### src/rtl/uart_tx_ctrl_if.sv
// Handshake and serial-line bundle between a frame source and uart_tx_ctrl.
// PAR_Bit is supplied by the external parity_generator on the source side.
interface uart_tx_ctrl_if #(
  parameter int DATA_WIDTH = 8
);
  logic [DATA_WIDTH-1:0] P_DATA;
  logic                  Data_Valid;
  logic                  PAR_EN;
  logic                  PAR_Bit;
  logic                  Par_Gen_EN;
  logic [DATA_WIDTH-1:0] Par_Data;
  logic                  TX_OUT;
  logic                  Busy;

  modport master (
    output P_DATA, Data_Valid, PAR_EN, PAR_Bit,
    input  Par_Gen_EN, Par_Data, TX_OUT, Busy
  );

  modport slave (
    input  P_DATA, Data_Valid, PAR_EN, PAR_Bit,
    output Par_Gen_EN, Par_Data, TX_OUT, Busy
  );
endinterface

### src/rtl/uart_tx_ctrl.sv
// UART frame sequencer: start bit, LSB-first data, optional parity, stop bit.
// Line outputs are registered from the next-state decode so they align with the state.
module uart_tx_ctrl #(
  parameter int DATA_WIDTH = 8
) (
  input  logic          CLK,
  input  logic          RST,
  uart_tx_ctrl_if.slave tx_if
);
  localparam int CW = $clog2(DATA_WIDTH);
  localparam logic [CW-1:0] LAST_BIT = CW'(DATA_WIDTH - 1);
  localparam logic [CW-1:0] CNT_ZERO = {CW{1'b0}};

  typedef enum logic [2:0] {
    IDLE   = 3'd0,
    START  = 3'd1,
    DATA   = 3'd2,
    PARITY = 3'd3,
    STOP   = 3'd4
  } state_e;

  state_e                state_q, state_d;
  logic [CW-1:0]         cnt_q, cnt_d;
  logic [DATA_WIDTH-1:0] par_data_q, par_data_d;
  logic                  par_en_q, par_en_d;
  logic                  tx_q, tx_d;
  logic                  busy_q, busy_d;
  logic                  gen_en_q, gen_en_d;

  // Next-state, latch and output decode.
  always_comb begin
    state_d    = state_q;
    cnt_d      = cnt_q;
    par_data_d = par_data_q;
    par_en_d   = par_en_q;
    tx_d       = 1'b1;

    case (state_q)
      IDLE: begin
        if (tx_if.Data_Valid) begin
          state_d    = START;
          par_data_d = tx_if.P_DATA;
          par_en_d   = tx_if.PAR_EN;
        end else begin
          state_d = IDLE;
        end
      end
      START: begin
        state_d = DATA;
        cnt_d   = CNT_ZERO;
      end
      DATA: begin
        if (cnt_q == LAST_BIT) begin
          cnt_d   = CNT_ZERO;
          state_d = par_en_q ? PARITY : STOP;
        end else begin
          cnt_d = cnt_q + CW'(1'b1);
        end
      end
      PARITY:  state_d = STOP;
      STOP:    state_d = IDLE;
      default: begin
        state_d = IDLE;
        cnt_d   = CNT_ZERO;
      end
    endcase

    // Outputs follow the state being entered, so the flops line up with state_q.
    case (state_d)
      START:   tx_d = 1'b0;
      DATA:    tx_d = par_data_d[cnt_d];
      PARITY:  tx_d = tx_if.PAR_Bit;
      default: tx_d = 1'b1;
    endcase

    busy_d   = (state_d != IDLE);
    gen_en_d = (state_d == START);
  end

  // State, latched frame and registered line outputs.
  always_ff @(posedge CLK or negedge RST) begin
    if (!RST) begin
      state_q    <= IDLE;
      cnt_q      <= CNT_ZERO;
      par_data_q <= {DATA_WIDTH{1'b0}};
      par_en_q   <= 1'b0;
      tx_q       <= 1'b1;
      busy_q     <= 1'b0;
      gen_en_q   <= 1'b0;
    end else begin
      state_q    <= state_d;
      cnt_q      <= cnt_d;
      par_data_q <= par_data_d;
      par_en_q   <= par_en_d;
      tx_q       <= tx_d;
      busy_q     <= busy_d;
      gen_en_q   <= gen_en_d;
    end
  end

  assign tx_if.TX_OUT     = tx_q;
  assign tx_if.Busy       = busy_q;
  assign tx_if.Par_Gen_EN = gen_en_q;
  assign tx_if.Par_Data   = par_data_q;
endmodule

### src/flat_wrapper.sv
// flat-port wrapper written by rule: the top's interface ports become plain ports
module uart_tx_ctrl_flat 
#(
  parameter int DATA_WIDTH = 8
)
  (CLK, RST, tx_if_P_DATA, tx_if_Data_Valid, tx_if_PAR_EN, tx_if_PAR_Bit, tx_if_Par_Gen_EN, tx_if_Par_Data, tx_if_TX_OUT, tx_if_Busy);
  uart_tx_ctrl_if #(.DATA_WIDTH(DATA_WIDTH)) tx_if_i ();
  input  logic CLK;
  input  logic RST;
  input wire logic [$bits(tx_if_i.P_DATA)-1:0] tx_if_P_DATA;
  input wire logic [$bits(tx_if_i.Data_Valid)-1:0] tx_if_Data_Valid;
  input wire logic [$bits(tx_if_i.PAR_EN)-1:0] tx_if_PAR_EN;
  input wire logic [$bits(tx_if_i.PAR_Bit)-1:0] tx_if_PAR_Bit;
  output wire logic [$bits(tx_if_i.Par_Gen_EN)-1:0] tx_if_Par_Gen_EN;
  output wire logic [$bits(tx_if_i.Par_Data)-1:0] tx_if_Par_Data;
  output wire logic [$bits(tx_if_i.TX_OUT)-1:0] tx_if_TX_OUT;
  output wire logic [$bits(tx_if_i.Busy)-1:0] tx_if_Busy;
  assign tx_if_i.P_DATA = tx_if_P_DATA;
  assign tx_if_i.Data_Valid = tx_if_Data_Valid;
  assign tx_if_i.PAR_EN = tx_if_PAR_EN;
  assign tx_if_i.PAR_Bit = tx_if_PAR_Bit;
  assign tx_if_Par_Gen_EN = tx_if_i.Par_Gen_EN;
  assign tx_if_Par_Data = tx_if_i.Par_Data;
  assign tx_if_TX_OUT = tx_if_i.TX_OUT;
  assign tx_if_Busy = tx_if_i.Busy;
  uart_tx_ctrl #(.DATA_WIDTH(DATA_WIDTH)) u_core (.CLK(CLK), .RST(RST), .tx_if(tx_if_i));
endmodule
### config.mk
export PLATFORM = sky130hd
export DESIGN_NAME = uart_tx_ctrl_flat
export DESIGN_NICKNAME = d
export VERILOG_FILES = /design/src/rtl/uart_tx_ctrl_if.sv /design/src/rtl/uart_tx_ctrl.sv /design/src/flat_wrapper.sv
export SDC_FILE = /design/constraint.sdc
export NUM_CORES = 1
export LEC_CHECK = 0
export BUFFER_PORTS_ARGS = -buffer_cell sky130_fd_sc_hd__buf_2
export CAP_MARGIN = 40
export CORE_MARGIN = 2
export CORE_UTILIZATION = 50
export CTS_CLUSTER_DIAMETER = 40
export CTS_CLUSTER_SIZE = 14
export DETAILED_ROUTE_END_ITERATION = 12
export PLACE_DENSITY = 0.77
export RECOVER_POWER = 100
export SYNTH_ARGS = -nofsm -noshare
export SYNTH_HDL_FRONTEND = slang
export SYNTH_SLANG_ARGS = --single-unit
### constraint.sdc
create_clock -name CLK -period 2.2 [get_ports CLK]
set_input_delay 0.33 -clock CLK [delete_from_list [all_inputs] [get_ports CLK]]
set_output_delay 0.33 -clock CLK [all_outputs]
set_load 0.01 [all_outputs]
Word-level counts from Yosys, hierarchy flattened. Index checks and enable logic that the tools add are counted.

Flip-flop bits (word level): 18. Input bits: 13. Output and inout port bits: 11.

Add/sub/neg operators: 1. $lt $le $gt $ge: 1. Equality and inequality tests: 8. Mux-type cells: 11. Reductions and logical operators: 4.

Operators by type and width (number): 8-bit two-way mux (2); 3-bit by 2-bit equality test with 1-bit output (second input constant) (4); 3-bit case mux with 4 select lines (1); 3-bit two-way mux (3); 3-bit by 1-bit equality test with 1-bit output (second input constant) (2); 3-bit equality test (second input constant) (2); 3-bit case mux with 2 select lines (1); 3-bit by 4-bit < comparator with 1-bit output (second input constant) (1); 3-bit by 1-bit adder with 3-bit output (second input constant) (1); 1-bit binary-select mux with 3-bit select (1); 3-bit zero test (1); 1-bit case mux with 3 select lines (1); 3-bit nonzero test (1); 3-bit OR reduction (1); 1-bit two-way mux (2); 2-bit AND reduction (1).

Logic depth before layout (Yosys ltp).
Depth in word-level cells: 6. Gate-level depth with buffers: 8. Gate-level depth less buffers: 8.

Worst setup path before layout. No wires, ideal clock.

Kind: flip-flop to flip-flop. Start: register u_core.cnt_q[0]. End: register u_core.tx_q, in the netlist u_core.tx_if.TX_OUT. Library setup time: 0.080 ns. Arrival time: 1.959 ns. Data required time: 2.120 ns. Setup slack: 0.162 ns. Stages on the path, launching flop included: 9. Cells stage by stage: dfrtp_1 ha_1 ha_1 nor3_1 o21ai_2 and2_1 a2111oi_0 and4b_1 o221ai_2.

Cells in the longest elaborated chain, start to end: 6. Elaborated cells on any way between the ends: 12.

Ends and longest elaborated chain: from (decl) (RTL line uart_tx_ctrl.sv:23) `logic [CW-1:0] cnt_q, cnt_d;`; from (signal assigned) (RTL line uart_tx_ctrl.sv:92) `cnt_q <= cnt_d;`; 3-bit by 1-bit adder with 3-bit output or 3-bit equality test (tied branches) (RTL line uart_tx_ctrl.sv:57, uart_tx_ctrl.sv:53); 3-bit two-way mux (RTL line uart_tx_ctrl.sv:53) `if (cnt_q == LAST_BIT) begin`; 3-bit case mux with 2 select lines (RTL line uart_tx_ctrl.sv:38) `case (state_q)`; 1-bit binary-select mux with 3-bit select (RTL line uart_tx_ctrl.sv:71) `DATA: tx_d = par_data_d[cnt_d];`; 1-bit two-way mux (not written as such) (RTL line uart_tx_ctrl.sv:71); 1-bit case mux with 3 select lines * (RTL line uart_tx_ctrl.sv:69) `case (state_d)`; via u_core.tx_d (RTL line uart_tx_ctrl.sv:26) `logic tx_q, tx_d;`; to (signal assigned) (RTL line uart_tx_ctrl.sv:95) `tx_q <= tx_d;`; to (decl) (RTL line uart_tx_ctrl.sv:26).

Mark *: on every way through the listed nets, which the timed path passes. The rest lies on a longest branch. The select of a mux whose other input is x is not followed. A chain may end at the register's enable or synchronous reset.

Worst setup path after layout. Ends and elaborated chain as after synthesis.

==> results.json <==
{
  "grt_antenna_before_repair": 0,
  "cts.sinks": 18,
  "layout_common_cells": "dfrtp_1, clkbuf_1, buf_2",
  "status": "finished, final reports clean",
  "synthAdderAreaFrac": 0.0284,
  "ys_warn_count": 0,
  "dp_worst_setup_slack_ns": 0.0688,
  "startpoint_type": "register",
  "die_w_um": 46,
  "cp.required_ns": 2.42,
  "clockRootBuffer": "clkbuf_4",
  "antennaDiodeCount": 0,
  "layout_commonest_cell": "dfrtp_1",
  "worstRegToRegCells": 8,
  "r2r-end": "u_core.tx_if.TX_OUT$_DFF_PN1_",
  "cts_tree": "built",
  "path_clk_slew_ns": 0.10,
  "ys.flop_type": "dfrtp_1",
  "hold_class": "primary input to register",
  "fin_setup_tns_ns": 0,
  "drc": 0,
  "critPathCaptureType": "register",
  "dieHeight_um": 46,
  "syn_area_um2": 882,
  "clk-insertion-delay-late_ns": 0.29,
  "slew_viol_final": 0,
  "grt_usage": 0.178,
  "path_max_fanout": 4,
  "pin_count": 24,
  "ant_nets": 0,
  "final.fill_count": 144,
  "nNetsFinal": 120,
  "vias_per_cell": 5.42,
  "start_util": 0.522,
  "period_share": 0.948,
  "fin_skew_ns": 0.00333,
  "syn_inst": 73,
  "vias": 656,
  "timing.final.hold_violations": 0,
  "synth-xor-area-share": 0,
  "p_per_area_mw_per_mm2": 1540,
  "synth_top_family_by_area": "simple AND/OR/NAND/NOR gates",
  "drt_wl_total_mm": 1.69,
  "drt_first_pass_iters": 4,
  "ys_seq_area_frac": 0.512,
  "area_growth_pct": 22.0,
  "setup_viol": 0,
  "grt_pass1_wl_mm": 2.59,
  "postSynthAreaPerCell_um2": 12.1,
  "cts_buffer_depth": 2,
  "port_buffers": 23,
  "synth_edf_count": 0,
  "power.total_mw": 1.65,
  "fmax_ghz": 0.480,
  "synth_compound_area_frac": 0.105,
  "cellLeakagePower_nw": 0.492,
  "grt_pass1_vias": 597,
  "criticalPathCategory": "register to register",
  "worstMarginPinSlew_ns": 0.942,
  "regArea_um2": 452,
  "relSlewSlack": 0.372,
  "async_flop_share": 1.00,
  "ff2ff_setup_slack_ns": 0.11,
  "gp_congestion": 0.850,
  "synth_simple_gate_area_share": 0.189,
  "synth.net_count": 88,
  "multi_input_area_um2": 404,
  "holdPathEnd": "u_core.par_en_q$_DFFE_PN0P_",
  "fin_crit_ns": 2.09,
  "core_area_mm2": 0.00169,
  "maxCapViolations": 0,
  "r2r_start": "u_core.cnt_q[0]$_DFF_PN0_",
  "arrival_ns": 2.30,
  "grt.overflow.total": 0,
  "synth-seq-cells": 18,
  "hp-start": "tx_if_PAR_EN",
  "numCtsBuffers": 3,
  "drt_iter0_drc": 13,
  "dp_hpwl_mm": 1.21,
  "drive_gt1_frac": 0.279,
  "grt_max_degree": 19,
  "htreeDepth": 1,
  "ys_types": 31,
  "muxShareOfSynthArea": 0.123,
  "fin_ws_ns": 0.115,
  "irDropWorstVdd_uv": 677,
  "wl_per_cell_um": 13.9,
  "hold_path_depth": 3,
  "die-area_mm2": 0.00212,
  "rows": 15
}
worst max path at each step:
stage	startpoint	endpoint	slack, ns	depth (start not counted)
2_1_floorplan	u_core.cnt_q[0]$_DFF_PN0_	u_core.tx_if.TX_OUT$_DFF_PN1_	0.16	8
3_3_place_gp	u_core.cnt_q[0]$_DFF_PN0_	u_core.tx_if.TX_OUT$_DFF_PN1_	0.15	8
3_5_place_dp	u_core.cnt_q[0]$_DFF_PN0_	u_core.tx_if.TX_OUT$_DFF_PN1_	0.07	8
4_1_cts	u_core.cnt_q[0]$_DFF_PN0_	u_core.tx_if.TX_OUT$_DFF_PN1_	0.05	8
5_1_grt	u_core.cnt_q[0]$_DFF_PN0_	u_core.tx_if.TX_OUT$_DFF_PN1_	-0.02	8
6_report	u_core.cnt_q[0]$_DFF_PN0_	u_core.tx_if.TX_OUT$_DFF_PN1_	0.11	8
cells in the mapped netlist, types with 2 or more instances:
library cell / instances / share of area
nand4b_1: 2 / 0.020
nor2_1: 3 / 0.013
mux2_2: 3 / 0.038
ha_1: 2 / 0.028
buf_6: 2 / 0.026
mux2_1: 4 / 0.051
o21ai_0: 2 / 0.011
nand2_1: 3 / 0.013
nor3_1: 2 / 0.011
nand3b_1: 4 / 0.034
mux2i_1: 3 / 0.034
a21oi_1: 3 / 0.017
a21o_1: 2 / 0.017
inv_1: 4 / 0.017
dfrtp_1: 17 / 0.48
and2b_1: 2 / 0.017
logic make-up after synthesis:
logic type                 count (synthesis)
and+or+nand+nor                           24
AOI/OAI and AO/OA                         13
buffers and inverters                      6
adders and majority gates                  2
muxes                                     10
DFF                                       18
power breakdown:
group          leakage [nW]  switching [mW]  internal [mW]
clock                0.0210          0.0984          0.101
combinational         0.252           0.461          0.400
sequential            0.219          0.0991          0.494
worst max-delay path, cell delays in order (launching register included):
cell       delay (ns)
dfrtp_1          0.43
ha_1             0.21
ha_1             0.21
nor3_2           0.19
o21ai_2          0.08
and2_1           0.20
a2111oi_2        0.30
and4b_1          0.25
o221ai_2         0.15
layer usage:
| metal | up-vias | track usage | part of all wire | wire, um |
|---|---|---|---|---|
| met5 | - | 0 | 0 | 0 |
| met1 | 309 | 0.242 | 0.47 | 784 |
| met4 | 0 | 0.103 | 0.0083 | 14 |
| met2 | 14 | 0.269 | 0.49 | 831 |
| li1 | 331 | - | - | - |
| met3 | 2 | 0.0238 | 0.032 | 54 |
layout make-up:
class	count	share of cell area
Tap cell	17	0.0198
Timing Repair Buffer	29	0.137
Multi-Input combinational cell	49	0.376
Sequential cell	18	0.420
Inverter	4	0.0140
Clock buffer	4	0.0337
flip-flops by register name, indices dropped and copies added (netlist names):
signal	cells
u_core.tx_if.TX_OUT	1
u_core.state_q	3
u_core.cnt_q	3
u_core.tx_if.Par_Gen_EN	1
u_core.tx_if.Busy	1
u_core.tx_if.Par_Data	8
u_core.par_en_q	1
through the flow:
| stage | hold WS [ns] | utilization | cells | area (um2) |
|---|---|---|---|---|
| 2_1_floorplan | 0.0344 | - | 73 | 882 |
| 3_3_place_gp | 0.274 | 0.607 | 115 | 1030 |
| 3_5_place_dp | 0.280 | 0.607 | 115 | 1030 |
| 4_1_cts | 0.243 | 0.635 | 120 | 1070 |
| 5_1_grt | 0.262 | 0.637 | 121 | 1080 |
| 6_report | 0.247 | 0.637 | 121 | 1080 |
what timing repair did:
| action | CTS | global route |
|---|---|---|
| endpoints found under the setup margin | 0 | 1 |
| setup buffers | 0 | 1 |
| hold buffers | 1 | 0 |
| hold endpoints to repair | 17 | 0 |
| gates resized for setup | 0 | 3 |
(Power assumes the default switching activity.)
